### src/rtl/clk_div_pkg.sv
// ----------------------------------------------------------------------------
// clk_div_pkg
// Shared defaults and helpers for the clock divider bank.
//   DEF_CHANNELS  : default number of divider channels
//   DEF_DIV_W     : default divisor / counter width in bits
//   DEF_DIV_RESET : default divisor loaded into every channel at reset
//   high_len()    : number of cycles clk_o stays high in a period of length A,
//                   i.e. ceil(A/2), so odd divisors get the extra high cycle
// ----------------------------------------------------------------------------
package clk_div_pkg;

    localparam int DEF_CHANNELS  = 4;
    localparam int DEF_DIV_W     = 8;
    localparam int DEF_DIV_RESET = 8;

    // Worked in 32 bits so callers of any divisor width can share it.
    function automatic logic [31:0] high_len(input logic [31:0] div);
        return (div + 32'd1) >> 1;
    endfunction

endpackage

### src/rtl/clk_div_chan.sv
// ----------------------------------------------------------------------------
// clk_div_chan
// One divider channel: counter, active divisor, shadow divisor and pending
// flag. Outputs are registered, decoded from the next-state values.
// Ports:
//   clk, rst_n   : system clock, synchronous active-low reset
//   en_i         : run enable for this channel
//   sync_i       : restart this channel at phase 0, applying any shadow
//   wr_i         : accepted divisor write targeting this channel (already
//                  range-checked by the bank)
//   wdata_i      : divisor value carried by the write
//   clk_o        : divided clock level
//   tick_o       : one-cycle pulse on the first cycle of each period
//   pending_o    : a shadow divisor is waiting to be applied
// ----------------------------------------------------------------------------
module clk_div_chan
    import clk_div_pkg::*;
#(
    parameter int DIV_W     = DEF_DIV_W,
    parameter int DIV_RESET = DEF_DIV_RESET
) (
    input  logic             clk,
    input  logic             rst_n,
    input  logic             en_i,
    input  logic             sync_i,
    input  logic             wr_i,
    input  logic [DIV_W-1:0] wdata_i,
    output logic             clk_o,
    output logic             tick_o,
    output logic             pending_o
);

    localparam logic [DIV_W-1:0] DIV_INIT = DIV_W'(DIV_RESET);
    localparam logic [DIV_W-1:0] ONE      = DIV_W'(1);

    logic [DIV_W-1:0] cnt_q, cnt_d;
    logic [DIV_W-1:0] act_q, act_d;
    logic [DIV_W-1:0] shd_q, shd_d;
    logic             pend_q, pend_d;
    logic             en_q, en_d;
    logic             clk_q, clk_d;
    logic             tick_q, tick_d;
    logic             last_cnt;

    // The counter never exceeds act_q-1, so ">=" is just a safe wrap test.
    assign last_cnt = (cnt_q >= act_q - ONE);

    always_comb begin
        shd_d  = wr_i ? wdata_i : shd_q;
        pend_d = wr_i ? 1'b1 : pend_q;
        act_d  = act_q;
        cnt_d  = cnt_q;
        en_d   = en_i;

        if (sync_i) begin
            // A write landing in the sync cycle takes effect right away.
            cnt_d  = '0;
            act_d  = wr_i ? wdata_i : (pend_q ? shd_q : act_q);
            pend_d = 1'b0;
        end else if (!en_i) begin
            // Idle channel sits at phase 0; shadows need not wait for a wrap.
            cnt_d = '0;
            if (pend_q) begin
                act_d  = shd_q;
                pend_d = wr_i;
            end
        end else if (!en_q || last_cnt) begin
            // Start of a new period: either a wrap or a fresh enable.
            cnt_d = '0;
            if (pend_q) begin
                act_d  = shd_q;
                pend_d = wr_i;
            end
        end else begin
            cnt_d = cnt_q + ONE;
        end

        clk_d  = en_i && (32'(cnt_d) < high_len(32'(act_d)));
        tick_d = en_i && (cnt_d == '0);
    end

    always_ff @(posedge clk) begin
        if (!rst_n) begin
            cnt_q  <= '0;
            act_q  <= DIV_INIT;
            shd_q  <= DIV_INIT;
            pend_q <= 1'b0;
            en_q   <= 1'b0;
            clk_q  <= 1'b0;
            tick_q <= 1'b0;
        end else begin
            cnt_q  <= cnt_d;
            act_q  <= act_d;
            shd_q  <= shd_d;
            pend_q <= pend_d;
            en_q   <= en_d;
            clk_q  <= clk_d;
            tick_q <= tick_d;
        end
    end

    assign clk_o     = clk_q;
    assign tick_o    = tick_q;
    assign pending_o = pend_q;

endmodule

### src/rtl/clk_div_bank.sv
// ----------------------------------------------------------------------------
// clk_div_bank
// Bank of CHANNELS independent clock dividers sharing one divisor write port.
// Ports:
//   clk, rst_n  : system clock, synchronous active-low reset
//   en_i        : per-channel run enable
//   sync_i      : restart all channels phase-aligned, applying shadows
//   cfg_we_i    : one-cycle divisor write strobe
//   cfg_ch_i    : target channel of the write
//   cfg_div_i   : new divisor value (must be >= 2)
//   cfg_err_o   : pulses the cycle after a rejected write
//   pending_o   : per-channel shadow divisor waiting to be applied
//   clk_o       : per-channel divided clock level (data/enable use only)
//   tick_o      : per-channel pulse at the start of each divided period
// ----------------------------------------------------------------------------
module clk_div_bank
    import clk_div_pkg::*;
#(
    parameter int CHANNELS  = DEF_CHANNELS,
    parameter int DIV_W     = DEF_DIV_W,
    parameter int DIV_RESET = DEF_DIV_RESET,
    localparam int CH_W     = (CHANNELS > 1) ? $clog2(CHANNELS) : 1
) (
    input  logic                clk,
    input  logic                rst_n,
    input  logic [CHANNELS-1:0] en_i,
    input  logic                sync_i,
    input  logic                cfg_we_i,
    input  logic [CH_W-1:0]     cfg_ch_i,
    input  logic [DIV_W-1:0]    cfg_div_i,
    output logic                cfg_err_o,
    output logic [CHANNELS-1:0] pending_o,
    output logic [CHANNELS-1:0] clk_o,
    output logic [CHANNELS-1:0] tick_o
);

    logic                cfg_ok;
    logic                cfg_err_q, cfg_err_d;
    logic [CHANNELS-1:0] chan_wr;

    // Channel index is checked against CHANNELS, not the port width, since
    // a non-power-of-two bank leaves encodable but nonexistent channels.
    assign cfg_ok = cfg_we_i
                  && (cfg_div_i >= DIV_W'(2))
                  && (32'(cfg_ch_i) < 32'(CHANNELS));

    always_comb begin
        cfg_err_d = cfg_we_i && !cfg_ok;
    end

    always_ff @(posedge clk) begin
        if (!rst_n) begin
            cfg_err_q <= 1'b0;
        end else begin
            cfg_err_q <= cfg_err_d;
        end
    end

    assign cfg_err_o = cfg_err_q;

    for (genvar c = 0; c < CHANNELS; c++) begin : g_chan
        assign chan_wr[c] = cfg_ok && (32'(cfg_ch_i) == 32'(c));

        clk_div_chan #(
            .DIV_W     (DIV_W),
            .DIV_RESET (DIV_RESET)
        ) u_chan (
            .clk       (clk),
            .rst_n     (rst_n),
            .en_i      (en_i[c]),
            .sync_i    (sync_i),
            .wr_i      (chan_wr[c]),
            .wdata_i   (cfg_div_i),
            .clk_o     (clk_o[c]),
            .tick_o    (tick_o[c]),
            .pending_o (pending_o[c])
        );
    end

endmodule

### config.mk
export PLATFORM = sky130hd
export DESIGN_NAME = clk_div_bank
export DESIGN_NICKNAME = d
export VERILOG_FILES = /design/src/rtl/clk_div_pkg.sv /design/src/rtl/clk_div_chan.sv /design/src/rtl/clk_div_bank.sv
export SDC_FILE = /design/constraint.sdc
export NUM_CORES = 1
export LEC_CHECK = 0
export ABC_AREA = 1
export BUFFER_PORTS_ARGS = -buffer_cell sky130_fd_sc_hd__clkbuf_2
export CAP_MARGIN = 10
export CORE_ASPECT_RATIO = 1.1
export CORE_MARGIN = 8
export CORE_UTILIZATION = 40
export CTS_CLUSTER_SIZE = 24
export DETAILED_ROUTE_END_ITERATION = 8
export GPL_TIMING_DRIVEN = 0
export PLACE_DENSITY_LB_ADDON = 0.15
export SETUP_SLACK_MARGIN = 0.2
export SLEW_MARGIN = 10
export SYNTH_ARGS = -nofsm -noshare
export SYNTH_HDL_FRONTEND = slang
export SYNTH_SLANG_ARGS = --single-unit
### constraint.sdc
create_clock -name clk -period 3.94 [get_ports clk]
set_clock_uncertainty 0.05 [all_clocks]
set_input_delay 0 -clock clk [delete_from_list [all_inputs] [get_ports clk]]
set_output_delay 0 -clock clk [all_outputs]
set_load 0.02 [all_outputs]
# Word level (Yosys, flattened, before mapping)
# Index checks and enable logic that the tools add are counted.
[word_totals] register_bits=113 in_bits=18 out_inout_bits=13 wordCells=131
[op_classes] addsub=12 order_cmp=9 eq_ne=3 muxes=48 bitwise_logic=1 n_reduce_logical=29
[op_table] operator="2-to-1 mux 8 bit" n=32
[op_table] operator="< comparator 8 x 31 -> 1 bit" n=4
[op_table] operator="adder 8 x 1 -> 9 bit, second input constant" n=4
[op_table] operator="adder 8 x 1 -> 8 bit, second input constant" n=4
[op_table] operator=">= comparator 8 bit" n=4
[op_table] operator="logical NOT 8 bit" n=4
[op_table] operator="subtractor 8 x 1 -> 8 bit, second input constant" n=4
[op_table] operator="2-to-1 mux 1 bit" n=16
[op_table] operator="logical AND 1 bit" n=14
[op_table] operator=">= comparator 8 x 2 -> 1 bit, second input constant" n=1
[op_table] operator="logical NOT 1 bit" n=5
[op_table] operator="equality test 2 bit, second input constant" n=2
[op_table] operator="logical OR 1 bit" n=4
[op_table] operator="equality test 2 x 1 -> 1 bit, second input constant" n=1
[op_table] operator="logical NOT 2 bit" n=1
[op_table] operator="OR reduction 2 bit" n=1
[op_table] operator="NOT 1 bit" n=1

# Depth between registers and ports, before layout
[depth] depth_word=9 mapped_depth=28 ltp_nobuf=28

# By module
# A second synthesis with hierarchy kept.
[unflattened] cells_unflattened=1253 hier_area_um2=8281.7
[by_module_without_submodules] module="clk_div_chan (g_chan[0].u_chan ...)" n_inst=3 cells_each=307 area_per_inst_um2=2047.0 seq_area_each_um2=560.5
[by_module_without_submodules] module="clk_div_chan (g_chan[1].u_chan)" n_inst=1 cells_each=311 area_per_inst_um2=2037.0 seq_area_each_um2=560.5
[by_module_without_submodules] module="clk_div_bank" n_inst=1 cells_each=21 area_per_inst_um2=103.8 seq_area_each_um2=20.0

# Worst setup path before layout
# OpenSTA, ideal clock, no wires.
[synth_timing] kind="reg2reg" from="register g_chan[1].u_chan.act_q[0]" to="register g_chan[1].u_chan.clk_q" setup_ps=70 arrival_time_ps=3325 required_ps=3820 path_slack_ps=495 stages_incl_launch_ff=25 path_buffers=0 period_less_slack_ps=3445 path_cell_list="dfxtp_1 inv_1 ha_1 nand3_1 nor3_1 xor2_1 inv_1 ha_1 a211oi_4 nand2_2 nand2_1 nand3_1 nand2_1 ha_1 nand2_2 nor2_2 nand2_1 nand2_1 nand2_1 ha_1 nand2_1 nor2_1 a211oi_1 nand2_1 a21oi_1"
[synth_via] elab_chain_cells=9 word_cells_on_any_way=14 cone_classes="2 x add/sub; 2 x order compare; 8 x mux; 2 x reduce/logical"
[synth_rtl] item="start: declaration" line="clk_div_chan.sv:37" rtl="logic [DIV_W-1:0] act_q, act_d;"
[synth_rtl] item="start signal: assignment" line="clk_div_chan.sv:93" rtl="act_q <= act_d;"
[synth_rtl] item="subtractor 8 x 1 -> 8 bit" line="clk_div_chan.sv:46" rtl="assign last_cnt = (cnt_q >= act_q - ONE);"
[synth_rtl] item=">= comparator 8 bit" line="clk_div_chan.sv:46"
[synth_rtl] item="logical OR 1 bit" line="clk_div_chan.sv:67" rtl="end else if (!en_q || last_cnt) begin"
[synth_rtl] item="2-to-1 mux 8 bit" line="clk_div_chan.sv:67"
[synth_rtl] item="2-to-1 mux 8 bit" line="clk_div_chan.sv:60" rtl="end else if (!en_i) begin"
[synth_rtl] item="2-to-1 mux 8 bit" line="clk_div_chan.sv:55" rtl="if (sync_i) begin"
[synth_rtl] item="named net g_chan[1].u_chan.act_d[1]" line="clk_div_chan.sv:37"
[synth_rtl] item="adder 8 x 1 -> 9 bit" line="clk_div_pkg.sv:18" rtl="return (div + 32'd1) >> 1;"
[synth_rtl] item="< comparator 8 x 31 -> 1 bit" line="clk_div_chan.sv:78" rtl="clk_d = en_i && (32'(cnt_d) < high_len(32'(act_d)));"
[synth_rtl] item="logical AND 1 bit" line="clk_div_chan.sv:78"
[synth_rtl] item="end signal: assignment" line="clk_div_chan.sv:97" rtl="clk_q <= clk_d;"
[synth_rtl] item="end: declaration" line="clk_div_chan.sv:41" rtl="logic clk_q, clk_d;"
# The timed path passes the listed nets, and every way through them passes these cells.
# A chain may end at the register's enable or synchronous reset.

# Final worst setup path
[layout_timing] from="register g_chan[2].u_chan.act_q[1]" to="register g_chan[2].u_chan.clk_q"
[layout_via] elab_chain_cells=9 word_cells_on_any_way=14 cone_classes="2 x add/sub; 2 x order compare; 8 x mux; 2 x reduce/logical"
[layout_rtl] item="start: declaration" line="clk_div_chan.sv:37"
[layout_rtl] item="start signal: assignment" line="clk_div_chan.sv:93"
[layout_rtl] item="subtractor 8 x 1 -> 8 bit" line="clk_div_chan.sv:46"
[layout_rtl] item=">= comparator 8 bit" line="clk_div_chan.sv:46"
[layout_rtl] item="logical OR 1 bit" line="clk_div_chan.sv:67"
[layout_rtl] item="2-to-1 mux 8 bit" line="clk_div_chan.sv:67"
[layout_rtl] item="2-to-1 mux 8 bit" line="clk_div_chan.sv:60"
[layout_rtl] item="2-to-1 mux 8 bit" line="clk_div_chan.sv:55"
[layout_rtl] item="adder 8 x 1 -> 9 bit" line="clk_div_pkg.sv:18"
[layout_rtl] item="< comparator 8 x 31 -> 1 bit (*)" line="clk_div_chan.sv:78"
[layout_rtl] item="logical AND 1 bit (*)" line="clk_div_chan.sv:78"
[layout_rtl] item="end signal: assignment" line="clk_div_chan.sv:97"
[layout_rtl] item="end: declaration" line="clk_div_chan.sv:41"
# Every way passes the cells marked *; elsewhere a longest branch is shown, timed or not.

==> results.toml <==
[cts]
cts_tree = "done"
clk_latency_ns = 0.42
cts_buffers = 17
clockBufferDepth = 2
clkTransAtPathRegs_ns = 0.06
root_buffer = "clkbuf_16"
clock-sinks = 113
cts-htree-levels = 4

[synth]
syn_avg_cell_area_um2 = 6.62
synth-simple-area-share_pct = 32.7
synth_adder_area_share_pct = 11.1
synth_top_family_by_area = "simple AND/OR/NAND/NOR gates"
synth_edf_count = 0
synth_ff_type = "dfxtp_1"
ys_async_sr_fraction_pct = 0
synth_nets = 1320
synth_xor_area_share_pct = 6.01
netlist_instances = 1230
synthMuxAreaShare_pct = 0.246
netlist_area_um2 = 8150
synth_seq_cells = 113
yosys_warnings = 0
synth-compound-area-share_pct = 10.6
yosysSeqAreaShare_pct = 27.8
synthDistinctLibCells = 43

[worst_setup_path]
startpoint = "g_chan[2].u_chan.act_q[1]"
cp-start-kind = "register"
crit_family = "simple AND/OR/NAND/NOR gates"
cp.arrival_ns = 3.85
crit_slowest_cell = "dfxtp_1"
worst_setup_path_end_kind = "register"
cp_max_fo = 8
reg2reg_from = "g_chan[2].u_chan.act_q[1]"
path_class = "reg -> reg"
r2r_cells = 25
r2r-end = "g_chan[2].u_chan.clk_o"
cp.buffers_inverters = 3
slowest_delay_ns = 0.36
cp.required_ns = 4.24
reg2reg_slack_ns = 0.39

[sta]
fin_setup_tns_ns = 0
final.min_clock_period_ns = 3.55
rsz0062_at_grt = "yes"
finalSetupViolCount = 0
clock.fmax_ghz = 0.282
hold_violations = 0
period_share_pct = 90.1
slew_headroom_pct = 43.5
tightest_slew_ns = 0.848
hold_slack_ns = 0.0363
layout_setup_ws_ns = 0.390
finalMaxSlewViolations = 0

[power]
sw_frac_of_total_pct = 28.6
leakagePower_uw = 0.00506
switchingPower_uw = 1010
seqPwrFrac_pct = 34.4
ir_drop_uv = 271
p_int_uw = 2530
p_per_area_nw_per_um2 = 345
p_clk_share_pct = 46.4
p_comb_share_pct = 19.2

[grt]
grt_pass1_vias = 7460
grt_max_degree = 17
gr-total-overflow = 0
grt_usage_pct = 17.9
grt_pass1_wl_mm = 36.8
antenna_found_initial = 0

[drt]
vias_per_cell = 4.85
drtIter0Drc = 372
totalWireLength_mm = 22.9
routedWlPerCell_um = 14.3
antenna_left = 0
drc_errors = 0
vias = 7744
drt_pre_antenna_iters = 5

[job]
cap_violations = 0

[placement]
post-place-ws_ns = -0.141
dp_hpwl_mm = 16.5
dp_cells = 1510
io_buffer_count = 28
place.gp.congestion = 0.803

[status]
status = "finished, final reports clean"

[floorplanning]
die_h_um = 166
die_width_um = 152
core_um2 = 19900
dieArea_um2 = 25200
rows = 54
start_util_pct = 40.9
num_io_pins = 31

[worst_hold_path]
worstHoldPathCells = 5
min_path_type = "in -> reg"
hold_end = "g_chan[3].u_chan.shd_q[0]"
hp-start = "cfg_ch_i[0]"

[finish]
instances_no_fill = 1598
diodes = 0
final_layout_size_suffix_gt1_share_pct = 21.8
syn_to_final_growth_pct = 25.9
num-fill-cells = 1954
fin_nets = 1423
## Yosys cell counts, types with 2 or more instances
| master | n | area [um2] |
|---|---|---|
| nand2_1 | 331 | 1240 |
| inv_1 | 174 | 653 |
| dfxtp_1 | 113 | 2260 |
| nor2_1 | 113 | 424 |
| nand3_1 | 76 | 380 |
| ha_1 | 72 | 901 |
| a21oi_1 | 71 | 355 |
| xor2_1 | 43 | 377 |
| o21ai_0 | 42 | 210 |
| nand4_1 | 23 | 144 |
| clkbuf_1 | 16 | 60.1 |
| buf_4 | 15 | 113 |
| nand2_2 | 15 | 93.8 |
| nor3_1 | 14 | 70.1 |
| o211ai_1 | 13 | 97.6 |
| or2_2 | 13 | 81.3 |
| buf_2 | 11 | 55.1 |
| xnor2_1 | 11 | 96.3 |
| nor2_2 | 8 | 50.1 |
| o21ai_1 | 7 | 35.0 |
| inv_2 | 6 | 22.5 |
| a211oi_1 | 4 | 30.0 |
| nor2_4 | 4 | 45.0 |
| a211oi_4 | 3 | 60.1 |
| a21o_1 | 3 | 22.5 |
| nand3b_1 | 3 | 22.5 |
| or2_1 | 3 | 18.8 |
| a21oi_2 | 2 | 17.5 |
| buf_1 | 2 | 7.51 |
| buf_6 | 2 | 22.5 |
| inv_4 | 2 | 12.5 |
| mux2i_1 | 2 | 20.0 |
| nand2_4 | 2 | 22.5 |
| o21ai_2 | 2 | 17.5 |
## cell type report
cell class	instances	area [um2]	area share [%]
buffer	46	264	2.58
clock buffer	23	498	4.86
clock inverter	9	128	1.24
inverter	183	697	6.80
multi-input combinational	888	5450	53.2
sequential	113	2280	22.2
tap	252	315	3.08
timing repair buffer	84	621	6.05
## cells by family after synthesis
kind of cell               count (synthesis)
muxes                                      2
buffers and inverters                    229
xor gates and xnor gates                  55
adders and majority gates                 72
AOI/OAI and AO/OA                        149
DFF                                      113
and+or+nand+nor                          610
## metrics by stage
stage	total power [uW]	util [%]	cell area, um2
after global placement	1790	43.2	8600
final	3540	51.4	10300
after floorplan	1650	-	8150
after detailed placement	1800	43.2	8600
after global routing	3710	51.4	10300
after CTS	3470	47.4	9440
## power by group through the flow
stage,Combinational [uW],Clock [uW],Sequential [uW]
after global routing,775,1720,1220
final,681,1640,1220
after CTS,585,1670,1210
after floorplan,424,0,1230
after global placement,553,0,1240
after detailed placement,561,0,1240
## state kept, by name (all words and copies together), names as in the netlist
signal	cells
g_chan.u_chan.en_q	4
g_chan.u_chan.clk_o	4
g_chan.u_chan.shd_q	32
g_chan.u_chan.tick_o	4
g_chan.u_chan.pending_o	4
cfg_err_o	1
g_chan.u_chan.act_q	32
g_chan.u_chan.cnt_q	32
## routing by layer
| layer | global-route usage [%] | part of all wire (%) | vias up |
|---|---|---|---|
| li1 | - | - | 4090 |
| met1 | 21.5 | 46 | 3504 |
| met2 | 31.3 | 49 | 123 |
| met3 | 3.67 | 3.5 | 27 |
| met4 | 5.57 | 1.6 | 0 |
| met5 | 0 | 0 | - |
## worst reg2reg max path, cell delays in order (launching register included)
cell and delay (ns):
dfxtp_1 0.36, nor2_4 0.11, nand4_1 0.17, buf_4 0.19
xor2_2 0.14, ha_1 0.30, a21o_1 0.18, inv_1 0.04
nand2_1 0.08, nand2_4 0.13, nand2_4 0.08, buf_6 0.16
nand2_2 0.06, nand3_2 0.08, nand2_4 0.15, nand2_2 0.06
nor2_2 0.11, nand2_1 0.06, nand2_1 0.07, nand2_2 0.08
ha_4 0.25, nand2_4 0.07, nor2_1 0.04, a211oi_1 0.20
nand2_1 0.10, a21oi_2 0.14
## worst max-delay path by stage
stage | end | slack (ns) | cells after the start
after floorplan | g_chan[1].u_chan.clk_o | 0.50 | 24
after global placement | g_chan[2].u_chan.clk_o | -0.17 | 24
after detailed placement | g_chan[1].u_chan.clk_o | -0.14 | 24
after CTS | g_chan[3].u_chan.clk_o | 0.20 | 26
after global routing | g_chan[3].u_chan.clk_o | 0.11 | 25
final | g_chan[2].u_chan.clk_o | 0.39 | 25
## repair_timing
item / in CTS / in global routing
hold buffers: 15 / 0
hold endpoints to repair: 40 / 0
resized for setup: 14 / 134
buffers inserted: 3 / 38
pin swaps: 5 / 67
setup endpoints to repair: 4 / 4
gates cloned: 0 / 0
## placed cells by master (no fill, tap or decap), types with 7 or more instances in the layout
cell	Yosys	layout
o211ai_1	13	13
o21ai_1	7	11
ha_4	0	16
a21oi_1	71	66
nor3_2	1	9
xnor2_1	11	11
or2_2	13	13
inv_1	174	161
buf_4	15	50
nand3_1	76	70
buf_2	11	10
nor2_2	8	10
nand3_2	1	7
ha_1	72	55
nor2_4	4	11
inv_2	6	17
buf_6	2	9
clkbuf_2	0	28
dlygate4sd3_1	0	15
o21ai_0	42	36
xor2_1	43	41
clkbuf_1	16	17
nor2_1	113	104
clkbuf_16	0	17
nand2_1	331	301
nand4_1	23	23
nand2_2	15	35
dfxtp_1	113	106
nand2_4	2	12
(Power assumes the default switching activity.)
